$ cat src/rtl/bus_select_arbiter_if.sv
// -----------------------------------------------------------------------------
// bus_select_arbiter_if
// Purpose : Groups the requester handshakes, the decoder PROM interface and the
//           device selects of bus_select_arbiter into a single bundle.
// Signals :
//   m_req/m_addr/m_ack   main requester request, address and completion pulse
//   s_req/s_addr/s_ack   sub requester request, address and completion pulse
//   err                  invalid-decode pulse, coincident with the ack
//   grant_sub            owner of the current/last transaction (1 = sub)
//   dec_addr/dec_cs_n    registered address and chip select to the decoder
//   dec_sel              registered active-low select returned by the decoder
//   dev_cs_n             registered active-low device selects to the bus
// Modports:
//   master  arbiter side (drives acks, decoder address/select, device selects)
//   slave   environment side (requesters and decoder PROM)
// -----------------------------------------------------------------------------
interface bus_select_arbiter_if;
   logic       m_req;
   logic [8:0] m_addr;
   logic       m_ack;
   logic       s_req;
   logic [8:0] s_addr;
   logic       s_ack;
   logic       err;
   logic       grant_sub;
   logic [8:0] dec_addr;
   logic       dec_cs_n;
   logic [3:0] dec_sel;
   logic [3:0] dev_cs_n;

   modport master (
      input  m_req, m_addr, s_req, s_addr, dec_sel,
      output m_ack, s_ack, err, grant_sub, dec_addr, dec_cs_n, dev_cs_n
   );

   modport slave (
      output m_req, m_addr, s_req, s_addr, dec_sel,
      input  m_ack, s_ack, err, grant_sub, dec_addr, dec_cs_n, dev_cs_n
   );
endinterface

$ cat src/rtl/bus_select_arbiter.sv
// -----------------------------------------------------------------------------
// bus_select_arbiter
// Purpose : Two-requester (main CPU / sub CPU) bus sequencer in front of the
//           memory-map select decoder PROM. Grants one requester (round robin
//           on a tie), drives the decoder address and chip select, waits out
//           the decoder's registered latency, asserts the decoded device
//           select for WAITn+1 cycles, then returns a one-cycle ack (plus err
//           when the address decodes to no region or to several regions).
// Ports   :
//   clk    system clock, rising edge
//   reset  asynchronous, active-high reset
//   bus    bus_select_arbiter_if.master (requesters, decoder, device selects)
// Params  :
//   WAIT0..WAIT3  extra wait cycles for regions 0..3 (0..7)
// -----------------------------------------------------------------------------
module bus_select_arbiter #(
   parameter logic [2:0] WAIT0 = 3'd0,
   parameter logic [2:0] WAIT1 = 3'd1,
   parameter logic [2:0] WAIT2 = 3'd2,
   parameter logic [2:0] WAIT3 = 3'd3
) (
   input  logic                  clk,
   input  logic                  reset,
   bus_select_arbiter_if.master  bus
);

   localparam logic [2:0] ST_IDLE   = 3'd0;
   localparam logic [2:0] ST_DECODE = 3'd1;
   localparam logic [2:0] ST_SAMPLE = 3'd2;
   localparam logic [2:0] ST_ACCESS = 3'd3;
   localparam logic [2:0] ST_DONE   = 3'd4;

   logic [2:0] r_state;
   logic [2:0] r_cnt;
   logic       r_err;
   logic       r_prio_sub;   // 1 = sub wins the next tie

   logic       w_any_req;
   logic       w_grant_sub;
   logic [3:0] w_sel_act;
   logic       w_sel_onehot;
   logic [2:0] w_wait;

   assign w_any_req   = bus.m_req | bus.s_req;
   assign w_grant_sub = (bus.m_req & bus.s_req) ? r_prio_sub : bus.s_req;

   // Exactly one select low <=> the inverted select is a non-zero power of two.
   assign w_sel_act    = ~bus.dec_sel;
   assign w_sel_onehot = (w_sel_act != 4'd0) &&
                         ((w_sel_act & (w_sel_act - 4'd1)) == 4'd0);

   // NOTE: every always_comb output gets a default first so no path can
   // leave it unassigned and infer a latch.
   always_comb begin
      w_wait = 3'd0;
      case (bus.dec_sel)
         4'he:    w_wait = WAIT0;
         4'hd:    w_wait = WAIT1;
         4'hb:    w_wait = WAIT2;
         4'h7:    w_wait = WAIT3;
         default: w_wait = 3'd0;
      endcase
   end

   // NOTE: sequential state uses non-blocking assignments only, so every
   // register samples pre-edge values regardless of statement order.
   always_ff @(posedge clk or posedge reset) begin
      if (reset) begin
         r_state       <= ST_IDLE;
         r_cnt         <= 3'd0;
         r_err         <= 1'b0;
         r_prio_sub    <= 1'b0;
         bus.m_ack     <= 1'b0;
         bus.s_ack     <= 1'b0;
         bus.err       <= 1'b0;
         bus.grant_sub <= 1'b0;
         bus.dec_addr  <= 9'd0;
         bus.dec_cs_n  <= 1'b1;
         bus.dev_cs_n  <= 4'hf;
      end else begin
         // Acks and err are single-cycle pulses: cleared every cycle unless
         // the ACCESS completion below sets them.
         bus.m_ack <= 1'b0;
         bus.s_ack <= 1'b0;
         bus.err   <= 1'b0;

         case (r_state)
            ST_IDLE: begin
               if (w_any_req) begin
                  bus.grant_sub <= w_grant_sub;
                  bus.dec_addr  <= w_grant_sub ? bus.s_addr : bus.m_addr;
                  bus.dec_cs_n  <= 1'b0;
                  r_prio_sub    <= ~w_grant_sub;
                  r_state       <= ST_DECODE;
               end
            end

            // Decoder registers its select on this edge.
            ST_DECODE: r_state <= ST_SAMPLE;

            ST_SAMPLE: begin
               if (w_sel_onehot) begin
                  bus.dev_cs_n <= bus.dec_sel;
                  r_cnt        <= w_wait;
                  r_err        <= 1'b0;
               end else begin
                  bus.dev_cs_n <= 4'hf;
                  r_cnt        <= 3'd0;
                  r_err        <= 1'b1;
               end
               r_state <= ST_ACCESS;
            end

            ST_ACCESS: begin
               if (r_cnt != 3'd0) begin
                  r_cnt <= r_cnt - 3'd1;
               end else begin
                  bus.dev_cs_n <= 4'hf;
                  bus.dec_cs_n <= 1'b1;
                  bus.m_ack    <= ~bus.grant_sub;
                  bus.s_ack    <= bus.grant_sub;
                  bus.err      <= r_err;
                  r_state      <= ST_DONE;
               end
            end

            ST_DONE: r_state <= ST_IDLE;

            default: r_state <= ST_IDLE;
         endcase
      end
   end

endmodule

$ cat src/flat_wrapper.sv
// flat-port wrapper written by rule: the top's interface ports become plain ports
module bus_select_arbiter_flat 
#(
   parameter logic [2:0] WAIT0 = 3'd0,
   parameter logic [2:0] WAIT1 = 3'd1,
   parameter logic [2:0] WAIT2 = 3'd2,
   parameter logic [2:0] WAIT3 = 3'd3
)
  (clk, reset, bus_m_req, bus_m_addr, bus_s_req, bus_s_addr, bus_dec_sel, bus_m_ack, bus_s_ack, bus_err, bus_grant_sub, bus_dec_addr, bus_dec_cs_n, bus_dev_cs_n);
  bus_select_arbiter_if bus_i ();
  input  logic clk;
  input  logic reset;
  input wire logic [$bits(bus_i.m_req)-1:0] bus_m_req;
  input wire logic [$bits(bus_i.m_addr)-1:0] bus_m_addr;
  input wire logic [$bits(bus_i.s_req)-1:0] bus_s_req;
  input wire logic [$bits(bus_i.s_addr)-1:0] bus_s_addr;
  input wire logic [$bits(bus_i.dec_sel)-1:0] bus_dec_sel;
  output wire logic [$bits(bus_i.m_ack)-1:0] bus_m_ack;
  output wire logic [$bits(bus_i.s_ack)-1:0] bus_s_ack;
  output wire logic [$bits(bus_i.err)-1:0] bus_err;
  output wire logic [$bits(bus_i.grant_sub)-1:0] bus_grant_sub;
  output wire logic [$bits(bus_i.dec_addr)-1:0] bus_dec_addr;
  output wire logic [$bits(bus_i.dec_cs_n)-1:0] bus_dec_cs_n;
  output wire logic [$bits(bus_i.dev_cs_n)-1:0] bus_dev_cs_n;
  assign bus_i.m_req = bus_m_req;
  assign bus_i.m_addr = bus_m_addr;
  assign bus_i.s_req = bus_s_req;
  assign bus_i.s_addr = bus_s_addr;
  assign bus_i.dec_sel = bus_dec_sel;
  assign bus_m_ack = bus_i.m_ack;
  assign bus_s_ack = bus_i.s_ack;
  assign bus_err = bus_i.err;
  assign bus_grant_sub = bus_i.grant_sub;
  assign bus_dec_addr = bus_i.dec_addr;
  assign bus_dec_cs_n = bus_i.dec_cs_n;
  assign bus_dev_cs_n = bus_i.dev_cs_n;
  bus_select_arbiter #(.WAIT0(WAIT0), .WAIT1(WAIT1), .WAIT2(WAIT2), .WAIT3(WAIT3)) u_core (.clk(clk), .reset(reset), .bus(bus_i));
endmodule
$ cat config.mk
export PLATFORM = sky130hd
export DESIGN_NAME = bus_select_arbiter_flat
export DESIGN_NICKNAME = d
export VERILOG_FILES = /design/src/rtl/bus_select_arbiter_if.sv /design/src/rtl/bus_select_arbiter.sv /design/src/flat_wrapper.sv
export SDC_FILE = /design/constraint.sdc
export NUM_CORES = 1
export LEC_CHECK = 0
export CORE_ASPECT_RATIO = 0.8
export CORE_UTILIZATION = 43
export CTS_CLUSTER_DIAMETER = 80
export DETAILED_ROUTE_END_ITERATION = 10
export PLACE_DENSITY_LB_ADDON = 0.05
export SYNTH_ARGS = -nofsm -noshare
export SYNTH_HDL_FRONTEND = slang
export SYNTH_SLANG_ARGS = --single-unit
export TNS_END_PERCENT = 20
$ cat constraint.sdc
create_clock -name clk -period 1.5 [get_ports clk]
set_input_delay 0.15 -clock clk [delete_from_list [all_inputs] [get_ports clk]]
set_output_delay 0.15 -clock clk [all_outputs]
set_load 0.005 [all_outputs]
==> results of run 1 <==
worst min-delay path by stage:
stage                                       from                endpoint  slack (ps)  cells after the start
after global placement              u_core.r_err            u_core.r_err         460                      2
after CTS                                  reset  u_core.bus.dec_addr[5]         150                      3
final                                      reset  u_core.bus.dec_addr[5]         140                      3
after global routing                       reset  u_core.bus.dec_addr[5]         170                      3
after detailed placement  u_core.bus.dec_addr[6]  u_core.bus.dec_addr[6]         480                      2
after floorplan                            reset  u_core.bus.dec_addr[0]         190                      1
power breakdown:
| part | switching (mW) | internal (mW) |
|---|---|---|
| registers | 0.196 | 1.01 |
| logic | 0.670 | 0.790 |
| clock network | 0.217 | 0.271 |
cell type report:
| type | count | area [um^2] |
|---|---|---|
| tap | 36 | 45.0 |
| fill | 201 | 749 |
| multi-input combinational | 65 | 463 |
| clock buffer | 3 | 22.5 |
| clock inverter | 1 | 30.0 |
| sequential | 26 | 659 |
| inverter | 14 | 52.6 |
| timing repair buffer | 53 | 500 |
layer usage:
layer,track usage,vias up
met3,0.0637,7
met2,0.355,42
met5,0,-
met1,0.251,535
li1,-,503
met4,0.0379,0
cells in the mapped netlist:
cell	count	area (um^2)
clkbuf_2	1	5.00
o21bai_1	1	7.51
o21ai_0	5	25.0
dfstp_2	5	131
or3b_1	1	8.76
nand3_1	4	20.0
xor2_1	2	17.5
a222oi_1	9	90.1
o22a_1	2	17.5
dfrtp_1	21	526
nand2b_1	3	18.8
a32oi_1	1	8.76
a22o_1	1	8.76
nor3_1	2	10.0
nand2_1	3	11.3
a31oi_1	3	18.8
and2_1	2	12.5
buf_6	2	22.5
nor2b_1	3	18.8
nand4b_1	2	17.5
inv_1	14	52.6
and3_1	3	18.8
nor4_1	1	6.26
nor2_1	8	30.0
ha_1	2	25.0
a21oi_1	3	15.0
buf_2	2	10.0
clkbuf_1	1	3.75
a221oi_1	1	8.76
a21o_1	3	22.5
cell families after synthesis:
kind of cell / Yosys count / synth area share
DFF: 26 / 0.553
buffers and inverters: 20 / 0.0789
adders and majority gates: 2 / 0.0210
AOI/OAI and AO/OA: 29 / 0.187
xor gates and xnor gates: 2 / 0.0147
and+or+nand+nor: 32 / 0.145
flip-flops by register name, summed over array words and instances (netlist names):
signal and count:
u_core.bus.err 1, u_core.r_state 3, u_core.bus.s_ack 1, u_core.r_err 1
u_core.bus.dec_addr 9, u_core.r_cnt 3, u_core.bus.m_ack 1, u_core.bus.dev_cs_n 4
u_core.bus.dec_cs_n 1, u_core.r_prio_sub 1, u_core.bus.grant_sub 1
timing repair:
item / in CTS / in global routing
setup endpoints to repair: 6 / 15
endpoints found under the hold margin: 0 / 0
gates cloned: 0 / 1
pin swaps: 0 / 3
buffers inserted: 0 / 1
gates resized for setup: 6 / 12
==> reports/qor.yml, run 1 <==
relSlewSlack: 0.786
postLayoutCoreUtil: 0.703
tritoncts: "yes"
worst_pin_slew_ps: 321
synth_cells: 111
die_y_um: 49.0
crit_type: "flop to primary output"
rsz0062_at_grt: "yes"
avgRoutedWirePerCell_um: 14.9
crit_buf_inv: 1
worstPathArrival_ps: 1270
holdWs_ps: 139
drt-initial-drc-count: 86
antenna_found_initial: 0
crit_family: "buffers and inverters"
min_period_over_period: 0.946
drive_above_1_share: 0.173
finalCriticalPeriod_ps: 1420
synth-warning-count: 0
drcViolationCount: 0
drt-met1-wl_um: 1280
floorplan.io_pins: 44
end_kind: "primary output"
grt_pass1_wl_um: 4500
grt_pass1_vias: 1008
power.density_mw_per_mm2: 1780
peakVddDrop_uv: 1350
r2r_start: "u_core.r_state[2]"
maxCapViolCount: 0
route.met3.wl_um: 184
hold_path.class: "primary input to asynchronous set/reset pin"
crit_end: "bus_grant_sub"
fin_ws_ps: 81.5
place_area_mm2: 0.00168
slowest_stage: "clkdlybuf4s50_1"
timing.fmax_mhz: 705
place_congestion: 0.823
wl_met2_um: 1450
synth_nets: 139
crit_fanout: 4
start_kind: "flop"
final_cells: 198
numPortBuffers: 43
start_util: 0.471
cts_root_buf: "clkbuf_4"
grt_max_degree: 27
htreeDepth: 1
drt_wl_total_um: 2950
hpwlAfterDp_um: 2110
clockBufferDepth: 2
fp.dieW_um: 60.8
vias_per_cell: 5.49
die_area_mm2: 0.00298
fp-row-count: 16
slew_viol_final: 0
fin_area_mm2: 0.00177
syn_area_per_cell_um2: 10.7
pre_cts_slack_ps: -84.2
top_layer_used: "met4"
fin_setup_tns_ps: 0
rr_worst_depth: 5
layout-area-overhead-vs-synth_pct: 49.2
drtPass1Iterations: 5
final_cell_mix: "clkdlybuf4s50_1, dfrtp_1, inv_1, a222oi_1, buf_4"
vias: 1087
clock-skew-final_ps: 17.4
p_total_mw: 3.15
setup-violations-final: 0
cts.clk_slew.worst_paths_ps: 150
synth_area_mm2: 0.00119
clk_latency_ps: 340
layout_commonest_cell: "clkdlybuf4s50_1"
overflow: 0
synth_seq_area_share: 0.553
outcome: "finished clean"
hold_buffers: 0
r2r_end: "u_core.bus.dec_addr[3]"
cp_cell_sequence: "clkdlybuf4s50_1"
antenna_left: 0
synth-seq-cells: 26
cpPeakStageDelay_ps: 530
crit_required_ps: 1350
core_mm2: 0.00252
track_usage: 0.206
path_depth: 1
cp-startpoint: "u_core.bus.grant_sub"
nNetsFinal: 191
antennaDiodeCount: 0
p_leak_nw: 0.818
yosysUniqueCellTypes: 30
cts_buffers: 3
clock-sinks: 26
rrSetupSlack_ps: 90
finalHoldViolCount: 0
post-place-cells: 192
No activity file was read; power rests on OpenSTA's default activity.
==> run 2: changes to the inputs <==
--- a/config.mk
+++ b/config.mk
@@ -5,8 +5,9 @@
 export SDC_FILE = /design/constraint.sdc
 export NUM_CORES = 1
 export LEC_CHECK = 0
+export ABC_AREA = 1
 export CORE_ASPECT_RATIO = 0.8
-export CORE_UTILIZATION = 43
+export CORE_UTILIZATION = 45
 export CTS_CLUSTER_DIAMETER = 80
 export DETAILED_ROUTE_END_ITERATION = 10
 export PLACE_DENSITY_LB_ADDON = 0.05
==> run 2 against run 1 <==
Power increased by 15%. Synthesized area increased by 16%. Clock skew decreased by 9.2 ps. Synthesized cell count up 61%. Cell area rose by 9.9%. Setup slack worse by 45 ps. Critical endpoint is now bus_dev_cs_n[1]. Highest routed layer unchanged.
==> reports/qor.yml, run 2 <==
cpPeakStageDelay_ps: 550  # +20 ps
outcome: "finished clean"
drtPass1Iterations: 4  # -1
cts_root_buf: "clkbuf_8"
synth_cells: 179  # +61%
largest_register_ffs: 9  # unchanged
synth_flop_cell: "dfrtp_1"
largest-register: "u_core.bus.dec_addr"
ys_top_cells_by_count: "nand2_1, dfrtp_1, nand3_1"
p_total_mw: 3.61  # +15%
worstPathArrival_ps: 1310  # +40 ps
antennaDiodeCount: 0  # unchanged
rsz0062_at_grt: "no"
grt_pass1_wl_um: 5480  # +22%
vias: 1295  # +19%
timing.fmax_mhz: 683  # -3.1%
end_kind: "primary output"
die_y_um: 51.5  # +5.0%
finalHoldViolCount: 0  # unchanged
cts.clk_slew.worst_paths_ps: 90  # -60 ps
setup-violations-final: 0  # unchanged
crit_family: "flip-flops"
start_util: 0.487  # +0.0157
hpwlAfterDp_um: 2420  # +15%
finalCriticalPeriod_ps: 1460  # +45.5 ps
antenna_left: 0  # unchanged
synth-warning-count: 0  # unchanged
multi_input_comb_area_um2: 623  # +35%
clk_latency_ps: 270  # -70 ps
clock-skew-final_ps: 8.19  # -9.20 ps
fp-row-count: 17  # +1
crit_type: "flop to primary output"
nNetsFinal: 256  # +34%
drt-initial-drc-count: 32  # -63%
cts_buffers: 3  # unchanged
fp.dieW_um: 63.9  # +5.1%
syn_area_per_cell_um2: 7.70  # -28%
postLayoutCoreUtil: 0.689  # -0.0142
synth.largest_area_cell: "dfrtp_1"
crit_required_ps: 1350  # about the same
yosysMostFrequentCell: "nand2_1"
synth_top_area_share: 0.381  # -0.0606
track_usage: 0.218  # +0.0124
tritoncts: "yes"
layout_commonest_cell: "nand2_1"
hold_path.class: "primary input to asynchronous set/reset pin"
place_congestion: 0.817  # -0.69%
hold_buffers: 0  # unchanged
drcViolationCount: 0  # unchanged
synth_nets: 207  # +49%
slowest_stage: "dfstp_2"
final_cell_mix: "nand2_1, clkdlybuf4s50_1, dfrtp_1, nand3_1, inv_1"
floorplan.io_pins: 44  # unchanged
path_depth: 1  # unchanged
start_kind: "flop"
fin_setup_tns_ps: 0  # unchanged
num-fill-cells: 228  # +13%
regArea_um2: 657  # -0.38%
clockBufferDepth: 2  # unchanged
yosysUniqueCellTypes: 24  # -20%
synth_seq_area_share: 0.477  # -0.0758
die_area_mm2: 0.00329  # +10%
grt_pass1_vias: 1219  # +21%
synth_area_leaders: "dfrtp_1, nand2_1, dfstp_2"
peakVddDrop_uv: 1230  # -8.7%
synth-seq-cells: 26  # unchanged
reg_top3: "u_core.bus.dec_addr: 9 flops, u_core.bus.dev_cs_n: 4 flops"
p_leak_nw: 1.00  # +22%
layout-area-overhead-vs-synth_pct: 41.4
drive_above_1_share: 0.119  # -0.0539
rr_worst_depth: 6  # +1
synth_area_mm2: 0.00138  # +16%
drt_wl_total_um: 3110  # +5.4%
overflow: 0  # unchanged
htreeDepth: 1  # unchanged
vias_per_cell: 4.89  # -11%
async_reset_ff_frac: 1.00  # unchanged
core_mm2: 0.00283  # +12%
synth-edff-count: 0  # unchanged
crit_fanout: 2  # -2
clock-sinks: 26  # unchanged
avgRoutedWirePerCell_um: 11.7  # -21%
worst_pin_slew_ps: 363  # +42.8 ps
antenna_found_initial: 0  # unchanged
relSlewSlack: 0.757  # -0.0291
power.density_mw_per_mm2: 1860  # +4.3%
cp_cell_sequence: "clkdlybuf4s50_1"
crit_buf_inv: 1  # unchanged
maxCapViolCount: 0  # unchanged
grt_max_degree: 27  # unchanged
min_period_over_period: 0.976  # +0.0303
slew_viol_final: 0  # unchanged
numPortBuffers: 43  # unchanged
## run 2: changes by cell type in the layout (fill, tap and decap cells not counted), moves of 4 or more
cell,change
nand2_2,+4
inv_1,+4
a222oi_1,-9
dlygate4sd2_1,-5
nand3_1,+16
o21ai_0,+8
nand2_1,+67
clkdlybuf4s50_1,+4
## run 2: path summary, 6_finish.rpt
check / slack, ps / from / endpoint
setup / recovery: 40 / u_core.bus.dev_cs_n[1] / bus_dev_cs_n[1]
hold / removal: 240 / reset / u_core.bus.s_ack
setup reg to reg: 130 / u_core.r_state[2] / u_core.r_prio_sub
hold reg to reg: 490 / u_core.r_err / u_core.r_err
max in group asynchronous: 970 / reset / u_core.bus.dev_cs_n[3]
min in group clk: 490 / u_core.r_err / u_core.r_err
## run 2: cells by family after synthesis
family                     count (synthesis)  share of synthesized area
xor gates and xnor gates                   1                    0.00636
adders and majority gates                  2                     0.0182
and+or+nand+nor                          109                      0.363
buffers and inverters                     24                     0.0708
DFF                                       26                      0.477
AOI/OAI and AO/OA                         17                     0.0645
## run 2: power breakdown
group	total [mW]	switching [mW]	internal (mW)
Combinational	1.75	0.917	0.835
Sequential	1.29	0.217	1.07
Clock	0.575	0.218	0.357
## run 2: layout make-up
| type | instances | area share |
|---|---|---|
| Clock buffer | 3 | 0.0212 |
| Multi-Input combinational cell | 129 | 0.320 |
| Inverter | 19 | 0.0366 |
| Timing Repair Buffer | 49 | 0.245 |
| Clock inverter | 1 | 0.0154 |
| Tap cell | 38 | 0.0244 |
| Sequential cell | 26 | 0.337 |
## run 2: per-layer routing
layer,GRT usage,up-vias,share of wire
li1,-,657,-
met1,0.279,609,0.47
met2,0.378,27,0.49
met3,0.0446,2,0.040
met4,0.0568,0,0.0084
met5,0,-,0
## run 2: timing repair
item	CTS	global route
setup buffers	0	0
setup endpoints to repair	0	1
resized for setup	0	1
## run 2: metrics by stage
step / instance area (um^2) / hold slack (ps) / std cells / worst slack, ps
floorplan: 1380 / 186 / 179 / 337
global placement: 1870 / 463 / 261 / 167
detailed placement: 1870 / 471 / 261 / 109
CTS: 1950 / 251 / 265 / 28.5
global route: 1950 / 283 / 265 / 3.11
finish: 1950 / 239 / 265 / 36.0
